[src/rtl/adc_capture_streamer_if.sv]
// UART byte link and ADC control/data pins seen by adc_capture_streamer.
// The master modport is the streamer side and the slave modport is the pad/UART side.
interface adc_capture_streamer_if #(
  parameter int unsigned NUM_bit = 6,
  parameter int unsigned NUM_CH  = 2
);
  logic [7:0]                uart_rdata;
  logic                      uart_vld;
  logic [7:0]                uart_wdata;
  logic                      uart_wreq;
  logic                      uart_rdy;
  logic                      adc_ack;
  logic [NUM_CH*NUM_bit-1:0] adc_dout;
  logic                      adc_rstn;
  logic                      adc_calib_ena;
  logic                      adc_ena;

  modport master (
    input  uart_rdata, uart_vld, uart_rdy, adc_ack, adc_dout,
    output uart_wdata, uart_wreq, adc_rstn, adc_calib_ena, adc_ena
  );

  modport slave (
    output uart_rdata, uart_vld, uart_rdy, adc_ack, adc_dout,
    input  uart_wdata, uart_wreq, adc_rstn, adc_calib_ena, adc_ena
  );
endinterface

[src/rtl/adc_capture_streamer.sv]
// Command-driven ADC reset/calibrate/sample sequencer with a frame FIFO that streams
// captured frames to the UART transmitter one channel byte at a time.
module adc_capture_streamer #(
  parameter int unsigned NUM_bit         = 6,
  parameter int unsigned NUM_CH          = 2,
  parameter int unsigned NUM_Sampled     = 102400,
  parameter int unsigned NUM_Calibration = 1000,
  parameter int unsigned FIFO_DEPTH      = 16,
  parameter int unsigned RST_CYCLES      = 16,
  parameter logic [7:0]  CMD_START       = 8'h53,
  parameter logic [7:0]  CMD_CALIB       = 8'h43,
  parameter logic [7:0]  CMD_ABORT       = 8'h58
) (
  input  logic                             clk,
  input  logic                             rst,
  adc_capture_streamer_if.master           bus,
  output logic [2:0]                       state,
  output logic [$clog2(NUM_Sampled+1)-1:0] cnt_sampled,
  output logic                             overflow
);
  localparam int unsigned DW = NUM_CH * NUM_bit;
  localparam int unsigned CW = $clog2(NUM_Sampled + 1);
  localparam int unsigned AW = $clog2(FIFO_DEPTH);
  localparam int unsigned RW = $clog2(NUM_CH + 1);
  localparam int unsigned TW = $clog2(RST_CYCLES + 1);

  typedef enum logic [2:0] {
    StIdle   = 3'd0,
    StArst   = 3'd1,
    StCalib  = 3'd2,
    StSample = 3'd3,
    StDrain  = 3'd4
  } state_e;

  state_e        state_q, state_d;
  logic          mode_calib_q, mode_calib_d;
  logic [TW-1:0] arst_cnt_q, arst_cnt_d;
  logic [CW-1:0] cnt_q, cnt_d, cnt_inc;
  logic          overflow_q, overflow_d;
  logic [AW:0]   wr_ptr_q, wr_ptr_d, rd_ptr_q, rd_ptr_d;
  logic [DW-1:0] mem_q [FIFO_DEPTH];
  logic [DW-1:0] frame_q, frame_d;
  logic [RW-1:0] rem_q, rem_d;
  logic          hold_q, hold_d, seen_low_q, seen_low_d;
  logic [1:0]    hi_cnt_q, hi_cnt_d;

  logic       cmd_start, cmd_calib, abort;
  logic       fifo_empty, fifo_full, push, pop;
  logic       ser_busy, guard_ok, send, arst_done;
  logic [7:0] cur_byte;

  assign cmd_start  = bus.uart_vld && (bus.uart_rdata == CMD_START);
  assign cmd_calib  = bus.uart_vld && (bus.uart_rdata == CMD_CALIB);
  assign abort      = bus.uart_vld && (bus.uart_rdata == CMD_ABORT) && (state_q != StIdle);
  assign cnt_inc    = (&cnt_q) ? cnt_q : cnt_q + 1'b1;
  assign arst_done  = (arst_cnt_q == TW'(RST_CYCLES - 1));
  assign fifo_empty = (wr_ptr_q == rd_ptr_q);
  assign fifo_full  = (wr_ptr_q[AW] != rd_ptr_q[AW]) && (wr_ptr_q[AW-1:0] == rd_ptr_q[AW-1:0]);
  assign push       = (state_q == StSample) && bus.adc_ack && !fifo_full && !abort;
  assign ser_busy   = (rem_q != '0);
  // Frames stay queued while the transmitter is busy so a stalled UART backs up the FIFO.
  assign pop        = !ser_busy && !fifo_empty && bus.uart_rdy && !abort;
  assign guard_ok   = !hold_q || (bus.uart_rdy && (seen_low_q || (hi_cnt_q == 2'd2)));
  assign send       = ser_busy && bus.uart_rdy && guard_ok && !abort;

  always_comb begin
    cur_byte = '0;
    cur_byte[NUM_bit-1:0] = frame_q[NUM_bit-1:0];
  end

  // State register
  always_ff @(posedge clk or posedge rst) begin
    if (rst) state_q <= StIdle;
    else     state_q <= state_d;
  end

  // Next-state logic
  always_comb begin
    state_d = state_q;
    case (state_q)
      StIdle:   if (cmd_start || cmd_calib) state_d = StArst;
      StArst:   if (arst_done) state_d = mode_calib_q ? StCalib : StSample;
      StCalib:  if (bus.adc_ack && (cnt_inc == CW'(NUM_Calibration))) state_d = StIdle;
      StSample: if (bus.adc_ack && (cnt_inc == CW'(NUM_Sampled))) state_d = StDrain;
      StDrain:  if (fifo_empty && !ser_busy) state_d = StIdle;
      default:  state_d = StIdle;
    endcase
    if (abort) state_d = StIdle;
  end

  // Outputs
  always_comb begin
    state             = state_q;
    bus.adc_rstn      = (state_q != StArst);
    bus.adc_calib_ena = (state_q == StCalib);
    bus.adc_ena       = (state_q == StSample);
    bus.uart_wreq     = send;
    bus.uart_wdata    = send ? cur_byte : 8'h00;
    cnt_sampled       = cnt_q;
    overflow          = overflow_q;
  end

  // Counters, FIFO pointers, serialiser and transmit spacing guard
  always_comb begin
    mode_calib_d = mode_calib_q;
    arst_cnt_d   = arst_cnt_q;
    cnt_d        = cnt_q;
    overflow_d   = overflow_q;
    wr_ptr_d     = wr_ptr_q;
    rd_ptr_d     = rd_ptr_q;
    frame_d      = frame_q;
    rem_d        = rem_q;
    hold_d       = hold_q;
    seen_low_d   = seen_low_q;
    hi_cnt_d     = hi_cnt_q;

    if (state_q == StIdle) begin
      arst_cnt_d = '0;
      if (cmd_calib) begin
        mode_calib_d = 1'b1;
        cnt_d        = '0;
      end else if (cmd_start) begin
        mode_calib_d = 1'b0;
        cnt_d        = '0;
        overflow_d   = 1'b0;
      end
    end
    if ((state_q == StArst) && !arst_done) arst_cnt_d = arst_cnt_q + 1'b1;
    if ((state_q == StCalib) && bus.adc_ack) begin
      cnt_d = (cnt_inc == CW'(NUM_Calibration)) ? '0 : cnt_inc;
    end
    if ((state_q == StSample) && bus.adc_ack) begin
      cnt_d = cnt_inc;
      if (fifo_full) overflow_d = 1'b1;
    end

    if (push) wr_ptr_d = wr_ptr_q + 1'b1;
    if (pop) begin
      frame_d  = mem_q[rd_ptr_q[AW-1:0]];
      rem_d    = RW'(NUM_CH);
      rd_ptr_d = rd_ptr_q + 1'b1;
    end
    if (send) begin
      frame_d = frame_q >> NUM_bit;
      rem_d   = rem_q - 1'b1;
    end

    // The guard survives an abort so a byte already handed over is not stepped on.
    if (send) begin
      hold_d     = 1'b1;
      seen_low_d = 1'b0;
      hi_cnt_d   = '0;
    end else if (hold_q) begin
      if (bus.uart_rdy && (seen_low_q || (hi_cnt_q == 2'd2))) hold_d = 1'b0;
      else if (!bus.uart_rdy) seen_low_d = 1'b1;
      else hi_cnt_d = hi_cnt_q + 1'b1;
    end

    if (abort) begin
      cnt_d      = cnt_q;
      overflow_d = overflow_q;
      rd_ptr_d   = wr_ptr_q;
      rem_d      = '0;
    end
  end

  always_ff @(posedge clk or posedge rst) begin
    if (rst) begin
      mode_calib_q <= 1'b0;
      arst_cnt_q   <= '0;
      cnt_q        <= '0;
      overflow_q   <= 1'b0;
      wr_ptr_q     <= '0;
      rd_ptr_q     <= '0;
      frame_q      <= '0;
      rem_q        <= '0;
      hold_q       <= 1'b0;
      seen_low_q   <= 1'b0;
      hi_cnt_q     <= '0;
    end else begin
      mode_calib_q <= mode_calib_d;
      arst_cnt_q   <= arst_cnt_d;
      cnt_q        <= cnt_d;
      overflow_q   <= overflow_d;
      wr_ptr_q     <= wr_ptr_d;
      rd_ptr_q     <= rd_ptr_d;
      frame_q      <= frame_d;
      rem_q        <= rem_d;
      hold_q       <= hold_d;
      seen_low_q   <= seen_low_d;
      hi_cnt_q     <= hi_cnt_d;
    end
  end

  always_ff @(posedge clk) begin
    if (push) mem_q[wr_ptr_q[AW-1:0]] <= bus.adc_dout;
  end
endmodule

[src/flat_wrapper.sv]
// flat-port wrapper written by rule: the top's interface ports become plain ports
module adc_capture_streamer_flat 
#(
  parameter int unsigned NUM_bit         = 6,
  parameter int unsigned NUM_CH          = 2,
  parameter int unsigned NUM_Sampled     = 102400,
  parameter int unsigned NUM_Calibration = 1000,
  parameter int unsigned FIFO_DEPTH      = 16,
  parameter int unsigned RST_CYCLES      = 16,
  parameter logic [7:0]  CMD_START       = 8'h53,
  parameter logic [7:0]  CMD_CALIB       = 8'h43,
  parameter logic [7:0]  CMD_ABORT       = 8'h58
)
  (clk, rst, state, cnt_sampled, overflow, bus_uart_rdata, bus_uart_vld, bus_uart_rdy, bus_adc_ack, bus_adc_dout, bus_uart_wdata, bus_uart_wreq, bus_adc_rstn, bus_adc_calib_ena, bus_adc_ena);
  adc_capture_streamer_if #(.NUM_bit(NUM_bit), .NUM_CH(NUM_CH)) bus_i ();
  input  logic clk;
  input  logic rst;
  output logic [2:0] state;
  output logic [$clog2(NUM_Sampled+1)-1:0] cnt_sampled;
  output logic overflow;
  input wire logic [$bits(bus_i.uart_rdata)-1:0] bus_uart_rdata;
  input wire logic [$bits(bus_i.uart_vld)-1:0] bus_uart_vld;
  input wire logic [$bits(bus_i.uart_rdy)-1:0] bus_uart_rdy;
  input wire logic [$bits(bus_i.adc_ack)-1:0] bus_adc_ack;
  input wire logic [$bits(bus_i.adc_dout)-1:0] bus_adc_dout;
  output wire logic [$bits(bus_i.uart_wdata)-1:0] bus_uart_wdata;
  output wire logic [$bits(bus_i.uart_wreq)-1:0] bus_uart_wreq;
  output wire logic [$bits(bus_i.adc_rstn)-1:0] bus_adc_rstn;
  output wire logic [$bits(bus_i.adc_calib_ena)-1:0] bus_adc_calib_ena;
  output wire logic [$bits(bus_i.adc_ena)-1:0] bus_adc_ena;
  assign bus_i.uart_rdata = bus_uart_rdata;
  assign bus_i.uart_vld = bus_uart_vld;
  assign bus_i.uart_rdy = bus_uart_rdy;
  assign bus_i.adc_ack = bus_adc_ack;
  assign bus_i.adc_dout = bus_adc_dout;
  assign bus_uart_wdata = bus_i.uart_wdata;
  assign bus_uart_wreq = bus_i.uart_wreq;
  assign bus_adc_rstn = bus_i.adc_rstn;
  assign bus_adc_calib_ena = bus_i.adc_calib_ena;
  assign bus_adc_ena = bus_i.adc_ena;
  adc_capture_streamer #(.NUM_bit(NUM_bit), .NUM_CH(NUM_CH), .NUM_Sampled(NUM_Sampled), .NUM_Calibration(NUM_Calibration), .FIFO_DEPTH(FIFO_DEPTH), .RST_CYCLES(RST_CYCLES), .CMD_START(CMD_START), .CMD_CALIB(CMD_CALIB), .CMD_ABORT(CMD_ABORT)) u_core (.clk(clk), .rst(rst), .bus(bus_i), .state(state), .cnt_sampled(cnt_sampled), .overflow(overflow));
endmodule
[config.mk]
export PLATFORM = sky130hd
export DESIGN_NAME = adc_capture_streamer_flat
export DESIGN_NICKNAME = d
export VERILOG_FILES = /design/src/rtl/adc_capture_streamer_if.sv /design/src/rtl/adc_capture_streamer.sv /design/src/flat_wrapper.sv
export SDC_FILE = /design/constraint.sdc
export NUM_CORES = 1
export LEC_CHECK = 0
export ABC_AREA = 0
export BUFFER_PORTS_ARGS = -buffer_cell sky130_fd_sc_hd__clkbuf_2
export CAP_MARGIN = 20
export CORE_MARGIN = 4
export CORE_UTILIZATION = 32
export CTS_CLUSTER_DIAMETER = 200
export CTS_CLUSTER_SIZE = 25
export DETAILED_ROUTE_END_ITERATION = 12
export GPL_TIMING_DRIVEN = 0
export SETUP_SLACK_MARGIN = 0.5
export SLEW_MARGIN = 20
export SYNTH_ARGS = -nofsm -noshare
export SYNTH_HDL_FRONTEND = slang
export SYNTH_SLANG_ARGS = --single-unit
export TNS_END_PERCENT = 1
[constraint.sdc]
create_clock -name clk -period 4.82 [get_ports clk]
set_clock_uncertainty 0.2 [all_clocks]
set_input_delay 0.241 -clock clk [delete_from_list [all_inputs] [get_ports clk]]
set_output_delay 0.241 -clock clk [all_outputs]
set_load 0.03 [all_outputs]
; After elaboration in Yosys (flattened, before gate mapping)
; Memory sizes are Yosys's and may differ from the RTL's.
; Index checks and enable logic that the tools add are counted.
[totals]
regBits = 55
ramBits = 192
in_bits = 25
out_inout_bits = 33
word_cells = 134
memories = 1
[memory_table]
columns = name, depth, word_bits, read_ports, rd_clocked_by_memory_dff, wr, line
row1 = u_core.mem_q, 16, 12, 1, 0, 1, adc_capture_streamer.sv:41  ; logic [DW-1:0] mem_q [FIFO_DEPTH];
[op_classes]
n_addsub = 6
eq_ne = 22
mux = 45
bitwise_logic = 1
n_reduce_logical = 47
[op_table]
columns = operator, count
row1 = $mux W17, 7
row2 = $eq A8 B7 Y1 const B, 3
row3 = $mux W12, 2
row4 = $logic_and A1 B1 Y1, 20
row5 = $mux W5, 4
row6 = $mux W3, 6
row7 = $ne A3 B1 Y1 const B, 6
row8 = $add A17 B1 Y17 const B, 1
row9 = $eq A17 B10 Y1 const B, 1
row10 = $eq A17 B17 Y1 const B, 1
row11 = $mux W1, 17
row12 = $reduce_and A17 Y1, 1
row13 = $add A5 B1 Y5 const B, 3
row14 = $pmux W3 S5, 1
row15 = $mux W2, 7
row16 = $reduce_bool A2 Y1, 7
row17 = $reduce_and A3 Y1, 3
row18 = $reduce_bool A3 Y1, 3
row19 = $eq A3 B2 Y1 const B, 2
row20 = $logic_not A1 Y1, 6
row21 = $mux W6, 1
row22 = $eq A5 B4 Y1 const B, 1
row23 = $eq A5 B5 Y1, 1
row24 = $reduce_and A5 Y1, 1
row25 = other kinds (13), 16

; Depth between registers and ports, before layout
[logic_depth]
word_depth = 8
ltp_mapped = 9

; Worst setup path before layout
; Ideal clock, no wire load.
[synth_path]
kind = register to register
start = register u_core.state_q[1], in the netlist u_core.state[1]
end = memory u_core.mem_q[3][0] (netlist bit) (enable)
setup_time_ps = 396
arrival_time_ps = 2936
path_slack_ps = 1288
stages_incl_launch_ff = 8
n_path_buf = 0
period_less_slack_ps = 3532
cell_sequence = dfrtp_1 nor2b_1 nand2_1 inv_1 nand2_1 nor3_1 nand2_1 nor3_1
[synth_via]
elab_chain_len = 6
elab_cells_between_ends = 9
classes_between = 1 x eq/ne / 2 x mux / 6 x reduce/logical
[synth_lines]
columns = item, line
row1 = from (decl), adc_capture_streamer.sv:35  ; state_e state_q, state_d;
row2 = from (signal assigned), adc_capture_streamer.sv:73  ; if (rst) state_q <= StIdle;
row3 = from (signal assigned), adc_capture_streamer.sv:74  ; else state_q <= state_d;
row4 = $eq A3 B2 Y1, n/a
row5 = via bus_adc_ena, flat_wrapper.sv:30  ; output wire logic [$bits(bus_i.adc_ena)-1:0] bus_adc_ena;
row6 = $logic_and A1 B1 Y1 (3 in series), adc_capture_streamer.sv:59  ; assign push = (state_q == StSample) && bus.adc_ack && !fifo_full && !abort;
row7 = $mux W1, adc_capture_streamer.sv:196  ; if (push) mem_q[wr_ptr_q[AW-1:0]] <= bus.adc_dout;
row8 = $mux W1 (implied by the code), adc_capture_streamer.sv:196
row9 = to (decl), adc_capture_streamer.sv:41
; The timed path passes the listed nets, and every way through them passes these cells.

; Final worst setup path
[layout_path]
start = register u_core.rd_ptr_q[3]
end = memory u_core.mem_q[6][7] (netlist bit) (enable)
[layout_via]
elab_chain_len = 7
[layout_lines]
columns = item, line
row1 = from (decl), adc_capture_streamer.sv:40  ; logic [AW:0] wr_ptr_q, wr_ptr_d, rd_ptr_q, rd_ptr_d;
row2 = from (signal assigned), adc_capture_streamer.sv:186  ; rd_ptr_q <= rd_ptr_d;
row3 = $eq A4 B4 Y1, adc_capture_streamer.sv:58  ; assign fifo_full = (wr_ptr_q[AW] != rd_ptr_q[AW]) && (wr_ptr_q[AW-1:0] == rd_ptr_q[AW-1:0]);
row4 = $logic_and A1 B1 Y1, adc_capture_streamer.sv:58
row5 = $logic_not A1 Y1, adc_capture_streamer.sv:59
row6 = $logic_and A1 B1 Y1 (2 in series), adc_capture_streamer.sv:59
row7 = $mux W1, adc_capture_streamer.sv:196
row8 = $mux W1 (implied by the code), adc_capture_streamer.sv:196
; Every way passes these cells.

==> impl_metrics.env <==
export IMPL_status="finished clean"
export IMPL_worstHoldPathType="in -> reg"
export IMPL_ioPinCount=58
export IMPL_netlist_area_leader_share_pct=54.1
export IMPL_powerDensity_mw_per_mm2=459
export IMPL_tightest_slew_ns=0.947
export IMPL_slowest_delay_ns=0.74
export IMPL_cts_max_level=1
export IMPL_viasPerCell=5.05
export IMPL_p_switching_mw=1.84
export IMPL_die_area_mm2=0.0363
export IMPL_die_h_um=191
export IMPL_synth_top_cells_by_count="edfxtp_1 (192), nand2_1 (71), mux4_2 (60)"
export IMPL_cts_resized=0
export IMPL_crit_end="u_core.mem_q[6][7]"
export IMPL_critPathLaunch="u_core.rd_ptr_q[3]"
export IMPL_clock_path_buffers=3
export IMPL_area_growth_syn_to_layout_pct=15.8
export IMPL_start_kind="register"
export IMPL_dp_hpwl_um=16700
export IMPL_pre_cts_ws_ns=1.23
export IMPL_drv_cap=0
export IMPL_r2r_start="u_core.rd_ptr_q[3]"
export IMPL_vias=6281
export IMPL_critPathSlowestCell="nor2_2"
export IMPL_drive_above_1_share_pct=24.3
export IMPL_final_setup_worst_slack_ns=1.26
export IMPL_pwr_share_clk_pct=20.3
export IMPL_cp_required_ns=4.73
export IMPL_ys_warn_count=0
export IMPL_synthTopCellsByArea="edfxtp_1 (54%), dfrtp_1 (13%), mux4_2 (13%)"
export IMPL_r2r_end="u_core.mem_q[6][7]"
export IMPL_synth_seq_cells=247
export IMPL_reg2reg_slack_ns=1.26
export IMPL_p_comb_share_pct=33.8
export IMPL_die_x_um=191
export IMPL_grt_overflow=0
export IMPL_cts_tree="done"
export IMPL_firstDrtPassIters=5
export IMPL_syn_area_mm2=0.0107
export IMPL_place_congestion=0.814
export IMPL_dp_cells=1204
export IMPL_timing_hold_violations_final=0
export IMPL_worstPathCellList="clkbuf_1 -> xnor2_1 -> nand4_1 -> nor2b_1 -> nor3_1 -> nand2_1 -> nor2_2"
export IMPL_placed_area_mm2=0.0118
export IMPL_crit_fanout=12
export IMPL_synth_distinct_cells=61
export IMPL_fmax_ghz=0.281
export IMPL_antenna_found_initial=0
export IMPL_peakVddDrop_mv=0.202
export IMPL_initial_core_util_pct=32.6
export IMPL_drc=0
export IMPL_endpoint_kind="register"
export IMPL_synthFlopType="edfxtp_1"
export IMPL_p_seq_share_pct=45.9
export IMPL_avgRoutedWirePerCell_um=19.3
export IMPL_grt_start_max_net_pins=45
export IMPL_layout_nets=833
export IMPL_synth_edf_count=192
export IMPL_ys_seq_area_share_pct=67.0
export IMPL_clk_transition_reported_paths_ns=0.10
export IMPL_antenna_cells=0
export IMPL_instances_no_fill=1243
export IMPL_drt_initial_drc_count=439
export IMPL_nFillCells=3082
export IMPL_synth_cells=688
export IMPL_drv_slew=0
export IMPL_path_class="reg -> reg"
export IMPL_register_area_mm2=0.00714
export IMPL_crit_arrival_ns=3.47
export IMPL_grt_pass1_vias=6217
export IMPL_p_leak_nw=4.34
export IMPL_core_mm2=0.0327
export IMPL_clock_sinks=247
export IMPL_p_sw_share_pct=32.5
export IMPL_grt_use_total_pct=13.2
export IMPL_total_power_mw=5.67
export IMPL_grt_pass1_wl_um=37400
export IMPL_yosys_area_top_type="edfxtp_1"
export IMPL_rows=66
export IMPL_p_int_mw=3.82
export IMPL_finalWirelength_um=24000
export IMPL_root_buffer="clkbuf_16"
export IMPL_antenna_left=0
export IMPL_relSlewSlack_pct=36.9
export IMPL_stdcell_area_mm2=0.0123
export IMPL_async_reset_ff_share_pct=22.3
export IMPL_reg2regPathDepth=7
export IMPL_insertion_delay_ns=0.49
export IMPL_multiInputGateArea_mm2=0.00336
export IMPL_io_buffer_count=55
export IMPL_fin_crit_ns=3.56
export IMPL_fin_crit_sh_pct=73.8
export IMPL_synth_most_common_cell="edfxtp_1"
export IMPL_setup_viol=0
export IMPL_rsz0062_at_grt="no"
export IMPL_cts_buffers=13
export IMPL_syn_avg_cell_area_um2=15.5
cells in the final DEF, fill, tap and decap left out, types with 3 or more instances in the layout:
master,n
a211oi_1,4
a21o_1,4
a21oi_1,14
a22o_1,4
a31oi_1,7
and2_1,3
and3_1,15
and4_1,3
buf_1,6
buf_2,6
buf_4,8
buf_6,6
buf_8,7
clkbuf_1,27
clkbuf_16,13
clkbuf_2,56
dfrtp_1,55
dlygate4sd3_1,21
edfxtp_1,192
ha_1,10
inv_1,11
mux4_2,60
nand2_1,71
nand2b_1,5
nand3_1,21
nand4_1,12
nor2_1,29
nor2_2,12
nor2b_1,3
nor3_1,8
nor3_2,7
nor4_1,7
o21ai_0,25
o22ai_1,3
or3_1,3
or4_1,3
xnor2_1,13
xor2_1,8
repair_timing:
| item | in CTS | in global routing |
|---|---|---|
| endpoints found under the hold margin | 240 | 0 |
| buffers inserted | 0 | 0 |
| hold buffers | 21 | 0 |
registers in the layout, summed over array words and instances, names as in the netlist, 2 cells and up:
signal / cells
u_core.mem_q: 192
u_core.cnt_sampled: 17
u_core.frame_q: 12
u_core.arst_cnt_q: 5
u_core.rd_ptr_q: 5
u_core.wr_ptr_q: 5
u_core.state: 3
u_core.hi_cnt_q: 2
u_core.rem_q: 2
how the worst min path moves through the flow:
| stage | from | slack [ns] | endpoint | cells past startpoint |
|---|---|---|---|---|
| 2_1_floorplan | bus_adc_dout[0] | 0.14 | u_core.mem_q[0][0] | 0 |
| 3_3_place_gp | u_core.mode_calib_q | 0.27 | u_core.mode_calib_q | 2 |
| 3_5_place_dp | rst | -0.03 | u_core.cnt_sampled[14] | 2 |
| 4_1_cts | bus_uart_rdata[0] | 0.02 | u_core.cnt_sampled[5] | 4 |
| 5_1_grt | bus_uart_rdata[0] | 0.04 | u_core.cnt_sampled[5] | 4 |
| 6_report | bus_uart_rdata[0] | 0.04 | u_core.cnt_sampled[5] | 4 |
power groups by stage:
| stage | clock network, mW | registers, mW | logic, mW |
|---|---|---|---|
| finish | 1.15 | 2.60 | 1.92 |
| global route | 1.26 | 2.63 | 2.10 |
| CTS | 1.19 | 2.60 | 1.94 |
| detailed placement | 0 | 2.65 | 1.93 |
| global placement | 0 | 2.64 | 1.87 |
| floorplan | 0 | 2.65 | 1.35 |
logic make-up after synthesis:
logic type | after synthesis | synth area share [%]
flops | 247 | 67.0
simple gates | 219 | 10.6
compound gates | 73 | 4.36
mux | 64 | 13.1
buf+inv | 53 | 2.11
xor+xnor | 21 | 1.72
fa+ha+maj | 10 | 1.17
other cells | 1 | 0.0352
metal layers:
| metal | GRT usage [%] | routed length, um | part of all wire [%] | up-vias |
|---|---|---|---|---|
| met2 | 20.3 | 10800 | 45 | 192 |
| met1 | 19.6 | 11100 | 46 | 3173 |
| met3 | 2.23 | 1430 | 6.0 | 41 |
| met4 | 3.40 | 712 | 3.0 | 0 |
| met5 | 0 | 0 | 0 | - |
| li1 | - | - | - | 2875 |
stage by stage:
stage               hold WS (ns)  TNS, ns  util (%)
finish                    0.0352        0      37.8
global route              0.0436        0      37.8
CTS                       0.0153        0      37.8
detailed placement       -0.0275        0      36.0
global placement           0.270    -1.90      35.2
floorplan                  0.140        0         -
final cells by class:
type	instances	share of cell area [%]
clock inverter	2	0.111
buffer	41	1.47
tap	442	4.48
timing repair buffer	94	5.76
multi-input combinational	389	27.2
sequential	247	57.8
inverter	12	0.385
clock buffer	16	2.73
worst max-delay path, delay by kind of cell (launching register included):
kind | cells | cell delay [ns]
xor+xnor | 1 | 0.12
buf+inv | 1 | 0.40
flops | 1 | 0.34
simple gates | 5 | 2.10
No activity file was read; power rests on OpenSTA's default activity.
